==> src/rtl/seq_pkg.sv <==
// -----------------------------------------------------------------------------
// seq_pkg
// Shared definitions for the bus sequencer: opcode constants, the sequencer
// state enum, the instruction word layout and a one-hot helper.
// -----------------------------------------------------------------------------
package seq_pkg;

    // Opcode field values (instr[7:6]).
    localparam logic [1:0] OP_MOV = 2'b00;
    localparam logic [1:0] OP_ADD = 2'b01;
    localparam logic [1:0] OP_SUB = 2'b10;
    localparam logic [1:0] OP_LDI = 2'b11;

    // S_NOP is only reached when subtract support is compiled out: an
    // opcode-10 word then retires in one cycle with no strobes.
    typedef enum logic [2:0] {
        S_IDLE  = 3'd0,
        S_XFER  = 3'd1,
        S_OPA   = 3'd2,
        S_OPB   = 3'd3,
        S_WB    = 3'd4,
        S_IMM   = 3'd5,
        S_IMMWB = 3'd6,
        S_NOP   = 3'd7
    } state_t;

    // Instruction word layout; the two low bits carry no meaning.
    typedef struct packed {
        logic [1:0] op;
        logic [1:0] dst;
        logic [1:0] src;
        logic [1:0] rsvd;
    } instr_t;

    // Register index to one-hot select.
    function automatic logic [3:0] onehot4(input logic [1:0] idx);
        return 4'b0001 << idx;
    endfunction

endpackage : seq_pkg

==> src/rtl/seq_strobe_dec.sv <==
// -----------------------------------------------------------------------------
// seq_strobe_dec
// Combinational decode of sequencer state plus latched dst/src register
// fields into the one-hot output-enable and load-strobe vectors for R0..R3.
//
// Ports
//   i_state   current sequencer state
//   i_dst     latched destination register index
//   i_src     latched source register index
//   o_reg_oe  one-hot bus output enable (R0..R3)
//   o_reg_ld  one-hot load strobe (R0..R3)
// -----------------------------------------------------------------------------
module seq_strobe_dec
    import seq_pkg::*;
(
    input  state_t     i_state,
    input  logic [1:0] i_dst,
    input  logic [1:0] i_src,
    output logic [3:0] o_reg_oe,
    output logic [3:0] o_reg_ld
);

    always_comb begin
        // NOTE: every output gets a default before the case so no path
        // leaves a value unassigned, which would otherwise infer a latch.
        o_reg_oe = 4'b0000;
        o_reg_ld = 4'b0000;
        case (i_state)
            S_XFER: begin
                o_reg_oe = onehot4(i_src);
                o_reg_ld = onehot4(i_dst);
            end
            // The destination is read first as ALU operand A, then the
            // source as operand B.
            S_OPA:   o_reg_oe = onehot4(i_dst);
            S_OPB:   o_reg_oe = onehot4(i_src);
            S_WB,
            S_IMMWB: o_reg_ld = onehot4(i_dst);
            default: ;
        endcase
    end

endmodule : seq_strobe_dec

==> src/rtl/bus_sequencer.sv <==
// -----------------------------------------------------------------------------
// bus_sequencer
// Micro-sequencer for a 4-register, single-bus datapath with an add/subtract
// ALU and an immediate source. Accepts one instruction at a time over a
// valid/ready handshake and steps the bus strobes through the states needed
// to execute it. All strobes are Moore decodes of state plus the latched
// instruction fields and immediate.
//
// Instruction word: [7:6] op, [5:4] dst, [3:2] src, [1:0] ignored.
//   00 MOV  Rdst <- Rsrc           (XFER)
//   01 ADD  Rdst <- Rdst + Rsrc    (OPA, OPB, WB)
//   10 SUB  Rdst <- Rdst - Rsrc    (OPA, OPB, WB)
//   11 LDI  Rdst <- next word      (IMM, IMMWB)
//
// Configuration
//   SEQ_SUB_EN  when defined, opcode 10 executes SUB; when undefined it is
//               accepted as a one-cycle NOP that only pulses op_done.
//
// Ports
//   clk          clock, rising edge
//   rst          asynchronous active-high reset
//   instr_in     instruction or LDI immediate word
//   instr_valid  instr_in is presented
//   instr_ready  sequencer accepts instr_in this cycle (IDLE, IMM)
//   reg_oe       one-hot bus output enables R0..R3
//   reg_ld       one-hot load strobes R0..R3
//   alu_a_ld     load ALU operand A from bus
//   alu_b_ld     load ALU operand B from bus
//   alu_sub      ALU mode, 1 = subtract
//   alu_oe       ALU result drives bus
//   imm_oe       immediate drives bus
//   imm          held immediate value
//   op_done      one-cycle pulse on the final cycle of each instruction
// -----------------------------------------------------------------------------
module bus_sequencer
    import seq_pkg::*;
(
    input  logic       clk,
    input  logic       rst,
    input  logic [7:0] instr_in,
    input  logic       instr_valid,
    output logic       instr_ready,
    output logic [3:0] reg_oe,
    output logic [3:0] reg_ld,
    output logic       alu_a_ld,
    output logic       alu_b_ld,
    output logic       alu_sub,
    output logic       alu_oe,
    output logic       imm_oe,
    output logic [7:0] imm,
    output logic       op_done
);

    state_t     r_state;
    state_t     w_next_state;
    logic [1:0] r_dst;
    logic [1:0] r_src;
    logic       r_sub;
    logic [7:0] r_imm;

    instr_t     w_instr;
    logic       w_xfer;
    logic       w_sub_op;
    logic       w_unused_rsvd;

    assign w_instr       = instr_t'(instr_in);
    assign w_unused_rsvd = ^w_instr.rsvd;
    assign w_xfer        = instr_valid && instr_ready;

`ifdef SEQ_SUB_EN
    assign w_sub_op = (w_instr.op == OP_SUB);
`else
    assign w_sub_op = 1'b0;
`endif

    // ------------------------------------------------------------------
    // Next-state logic
    // ------------------------------------------------------------------
    always_comb begin
        w_next_state = r_state;
        case (r_state)
            S_IDLE: begin
                if (w_xfer) begin
                    case (w_instr.op)
                        OP_MOV:  w_next_state = S_XFER;
                        OP_ADD:  w_next_state = S_OPA;
`ifdef SEQ_SUB_EN
                        OP_SUB:  w_next_state = S_OPA;
`else
                        OP_SUB:  w_next_state = S_NOP;
`endif
                        OP_LDI:  w_next_state = S_IMM;
                        default: w_next_state = S_IDLE;
                    endcase
                end
            end
            S_OPA:   w_next_state = S_OPB;
            S_OPB:   w_next_state = S_WB;
            S_IMM:   if (w_xfer) w_next_state = S_IMMWB;
            S_XFER,
            S_WB,
            S_IMMWB,
            S_NOP:   w_next_state = S_IDLE;
            default: w_next_state = S_IDLE;
        endcase
    end

    // ------------------------------------------------------------------
    // State, latched instruction fields and immediate
    // ------------------------------------------------------------------
    always_ff @(posedge clk or posedge rst) begin
        if (rst) begin
            r_state <= S_IDLE;
            r_dst   <= 2'b00;
            r_src   <= 2'b00;
            r_sub   <= 1'b0;
            r_imm   <= 8'h00;
        end else begin
            // NOTE: non-blocking assignments so every register samples the
            // pre-edge values, independent of statement order.
            r_state <= w_next_state;
            if (r_state == S_IDLE && w_xfer) begin
                r_dst <= w_instr.dst;
                r_src <= w_instr.src;
                r_sub <= w_sub_op;
            end
            if (r_state == S_IMM && w_xfer) begin
                r_imm <= instr_in;
            end
        end
    end

    // ------------------------------------------------------------------
    // Register strobes
    // ------------------------------------------------------------------
    seq_strobe_dec u_strobe_dec (
        .i_state  (r_state),
        .i_dst    (r_dst),
        .i_src    (r_src),
        .o_reg_oe (reg_oe),
        .o_reg_ld (reg_ld)
    );

    // ------------------------------------------------------------------
    // Remaining Moore outputs
    // ------------------------------------------------------------------
    always_comb begin
        instr_ready = 1'b0;
        alu_a_ld    = 1'b0;
        alu_b_ld    = 1'b0;
        alu_sub     = 1'b0;
        alu_oe      = 1'b0;
        imm_oe      = 1'b0;
        op_done     = 1'b0;
        case (r_state)
            // Ready is masked by rst so nothing is accepted while the
            // reset is held, even though the state already reads IDLE.
            S_IDLE,
            S_IMM:   instr_ready = !rst;
            S_XFER,
            S_NOP:   op_done = 1'b1;
            S_OPA: begin
                alu_a_ld = 1'b1;
                alu_sub  = r_sub;
            end
            S_OPB: begin
                alu_b_ld = 1'b1;
                alu_sub  = r_sub;
            end
            S_WB: begin
                alu_oe   = 1'b1;
                alu_sub  = r_sub;
                op_done  = 1'b1;
            end
            S_IMMWB: begin
                imm_oe   = 1'b1;
                op_done  = 1'b1;
            end
            default: ;
        endcase
    end

    assign imm = r_imm;

endmodule : bus_sequencer

==> config.mk <==
export PLATFORM = sky130hd
export DESIGN_NAME = bus_sequencer
export DESIGN_NICKNAME = d
export VERILOG_FILES = /design/src/rtl/seq_pkg.sv /design/src/rtl/seq_strobe_dec.sv /design/src/rtl/bus_sequencer.sv
export SDC_FILE = /design/constraint.sdc
export NUM_CORES = 1
export LEC_CHECK = 0
export ABC_AREA = 1
export CORE_MARGIN = 8
export CORE_UTILIZATION = 25
export CTS_BUF_LIST = sky130_fd_sc_hd__clkbuf_8 sky130_fd_sc_hd__clkbuf_16
export DETAILED_ROUTE_END_ITERATION = 12
export GPL_ROUTABILITY_DRIVEN = 0
export MAX_ROUTING_LAYER = met4
export RECOVER_POWER = 100
export SLEW_MARGIN = 20
export SYNTH_ARGS = -nofsm -noshare
export SYNTH_HDL_FRONTEND = slang
export SYNTH_SLANG_ARGS = --single-unit
==> constraint.sdc <==
create_clock -name clk -period 1.4 [get_ports clk]
set_input_delay 0.42 -clock clk [delete_from_list [all_inputs] [get_ports clk]]
set_output_delay 0.42 -clock clk [all_outputs]
set_load 0.1 [all_outputs]
==> flow_metrics.env <==
export IMPL_netlist_instances=120
export IMPL_placeableCoreArea_um2=3940
export IMPL_drt_iter0_drc=16
export IMPL_final_routed_wirelength_across_all_metal_layers_um=2850
export IMPL_cp_max_fo=5
export IMPL_floorplan_die_width_um=79.3
export IMPL_finalSetupViolCount=22
export IMPL_final_nets=199
export IMPL_cp_buffers_inverters=1
export IMPL_grt_first_pass_wirelength_um=4950
export IMPL_first_global_vias=1128
export IMPL_ys_seq_area_frac=0.375
export IMPL_final_design_area_no_fill_um2=1980
export IMPL_worst_reg_to_reg_cells=8
export IMPL_min_delay_path_class="flop to flop"
export IMPL_ctsHoldBuffers=0
export IMPL_clock_tree_htree_level_count=1
export IMPL_layout_setup_ws_ns=-0.503
export IMPL_critical_path_max_stage_delay_ns=0.45
export IMPL_place_area_um2=1870
export IMPL_final_common_cell="buf_4"
export IMPL_place_ws_ns=-0.356
export IMPL_regToRegStartpoint="r_state[2]"
export IMPL_timing_critical_path_from_type="flop"
export IMPL_violations="negative setup slack"
export IMPL_worstHoldEndpoint="imm[0]"
export IMPL_worst_skew_pair_late_latency_ns=0.24
export IMPL_r2r_slack_ns=-0.06
export IMPL_fillers=360
export IMPL_finalCoreUtilization=0.502
export IMPL_crit_required_ns=0.98
export IMPL_io_buffer_count=32
export IMPL_critPathArrivalTime_ns=1.48
export IMPL_dpl_cell_count=222
export IMPL_mostFrequentLayoutCells="buf_4 (26), nand2_1 (19), inv_1 (14), buf_12 (14), dfrtp_1 (12)"
export IMPL_min_period_over_period=1.36
export IMPL_place_hpwl_um=2300
export IMPL_antenna_found_initial=0
export IMPL_die_area_um2=6290
export IMPL_critical_path_reg2reg_endpoint="r_src[0]"
export IMPL_synth_cell_area_um2=1000
export IMPL_yosys_cell_types_count=27
export IMPL_vias=1003
export IMPL_effective_utilization_at_floorplan=0.254
export IMPL_fp_row_count=23
export IMPL_tritoncts="done"
export IMPL_clock_root_buffer="clkbuf_8"
export IMPL_drv_slew=0
export IMPL_flops_latches_synth=15
export IMPL_maximum_number_of_pins_on_one_net_before_global_route_repair=10
export IMPL_worst_setup_path_type="flop to output pin"
export IMPL_drt_pass1_iter_count=4
export IMPL_hold_path_startpoint="imm[0]"
export IMPL_final_cells=233
export IMPL_ctsLongestPathBuffers=2
export IMPL_antenna_diode_count=0
export IMPL_timing_hold_violations_final=0
export IMPL_area_growth_synth_to_final_pct=97.5
export IMPL_final_layout_size_suffix_gt1_frac=0.612
export IMPL_io_pins=34
export IMPL_yosysWarnings=0
export IMPL_avgViaCountPerCell=4.30
export IMPL_grt_total_usage=0.0971
export IMPL_final_worst_clock_skew_ns=0.00163
export IMPL_cts_inserted_buffers=3
export IMPL_cp_slowest_cell="dfrtp_2"
export IMPL_fmax_mhz=526
export IMPL_avgRoutedWirePerCell_um=12.2
export IMPL_globalRoute_totalOverflow=0
export IMPL_syn_num_nets=135
export IMPL_cts_num_sinks=15
export IMPL_timing_critical_path_cells="nor3_4 > nand3_2 > o31ai_4 > buf_12"
export IMPL_worst_hold_path_num_cells=2
export IMPL_cp_end_kind="output pin"
export IMPL_path_clk_slew_ns=0.06
export IMPL_floorplan_die_height_um=79.3
export IMPL_timing_max_cap_violations=0
export IMPL_grt_setup_unrepaired="yes"
export IMPL_ant_nets=0
export IMPL_timing_critical_path_max_delay_family="simple AND/OR/NAND/NOR gates"
export IMPL_post_synth_cell_area_avg_um2=8.35
export IMPL_path_depth=4
export IMPL_run_status="finished with violations"
export IMPL_route_detailed_drc=0
export IMPL_finalCriticalPeriod_ns=1.90
-- kinds of logic (layout without fill, tap and decap cells) --
logic type | count (synthesis) | in the layout | share of synthesized area
fa+ha+maj | 4 | 4 | 0.0499
simple gates | 55 | 56 | 0.298
buf+inv | 27 | 89 | 0.139
other cells | 1 | 1 | 0.00374
compound gates | 18 | 18 | 0.135
flops | 15 | 15 | 0.375
-- final cells by class --
type	instances	area [um^2]	area share
clock inverter	1	5.00	0.00253
sequential	15	379	0.192
timing repair buffer	62	693	0.350
multi-input combinational	79	698	0.353
tap	50	62.6	0.0316
inverter	23	100	0.0506
clock buffer	3	41.3	0.0209
-- state kept, by name, summed over array words and instances (netlist names) --
register  count
r_dst         2
imm           8
r_state       3
r_src         2
-- repair_timing --
action                                  in CTS  in global routing
pin swaps                                    6                  7
gates cloned                                 1                  0
endpoints found under the hold margin        0                  0
gates resized for setup                     25                 12
buffers inserted                             2                  5
endpoints found under the setup margin      29                 29
-- worst max-delay path by stage --
stage	slack, ns	start	end
floorplan	-1.12	r_state[2]	reg_oe[0]
global placement	-0.35	rst	instr_ready
detailed placement	-0.36	rst	instr_ready
CTS	-0.49	r_state[0]	reg_oe[1]
global route	-0.57	r_state[2]	reg_oe[2]
finish	-0.50	r_state[0]	reg_oe[2]
-- per-layer routing --
metal  wire length, um  vias to the layer above  track usage
met1              1100                      468        0.107
met5                 0                        -            -
met2              1500                       33        0.171
met3               247                        0       0.0384
li1                  -                      502            -
met4                 0                        0            0
-- synth_stat cells, drive strengths merged --
cell    number  area, um^2
conb         1        3.75
nand4        1        6.26
o31ai        2        15.0
nand2       33         139
inv         23        88.8
o21a         1        7.51
o211ai       1        7.51
o22ai        1        6.26
nand3        8        70.1
nor3         7        46.3
nor2         6        37.5
ha           4        50.1
o21ai       12        93.8
buf          4        50.1
a21oi        1        5.00
dfrtp       15         375
-- worst register-to-register path, cell delays in order (launching register included) --
cell        delay [ns]
dfrtp_2           0.49
buf_6             0.15
clkinvlp_4        0.12
nand2_4           0.08
buf_6             0.14
nand2_4           0.06
nand4_1           0.15
nand2_1           0.11
nand2_1           0.06
-- through the flow --
stage / setup TNS, ns / hold WS [ns]
2_1_floorplan: -10.37 / 0.269
3_3_place_gp: -7.04 / 0.538
3_5_place_dp: -7.70 / 0.542
4_1_cts: -6.24 / 0.513
5_1_grt: -8.66 / 0.526
6_report: -6.52 / 0.496
Power is not shown: default switching activity piles up to over one toggle a cycle in this logic, so the estimate is an artifact.
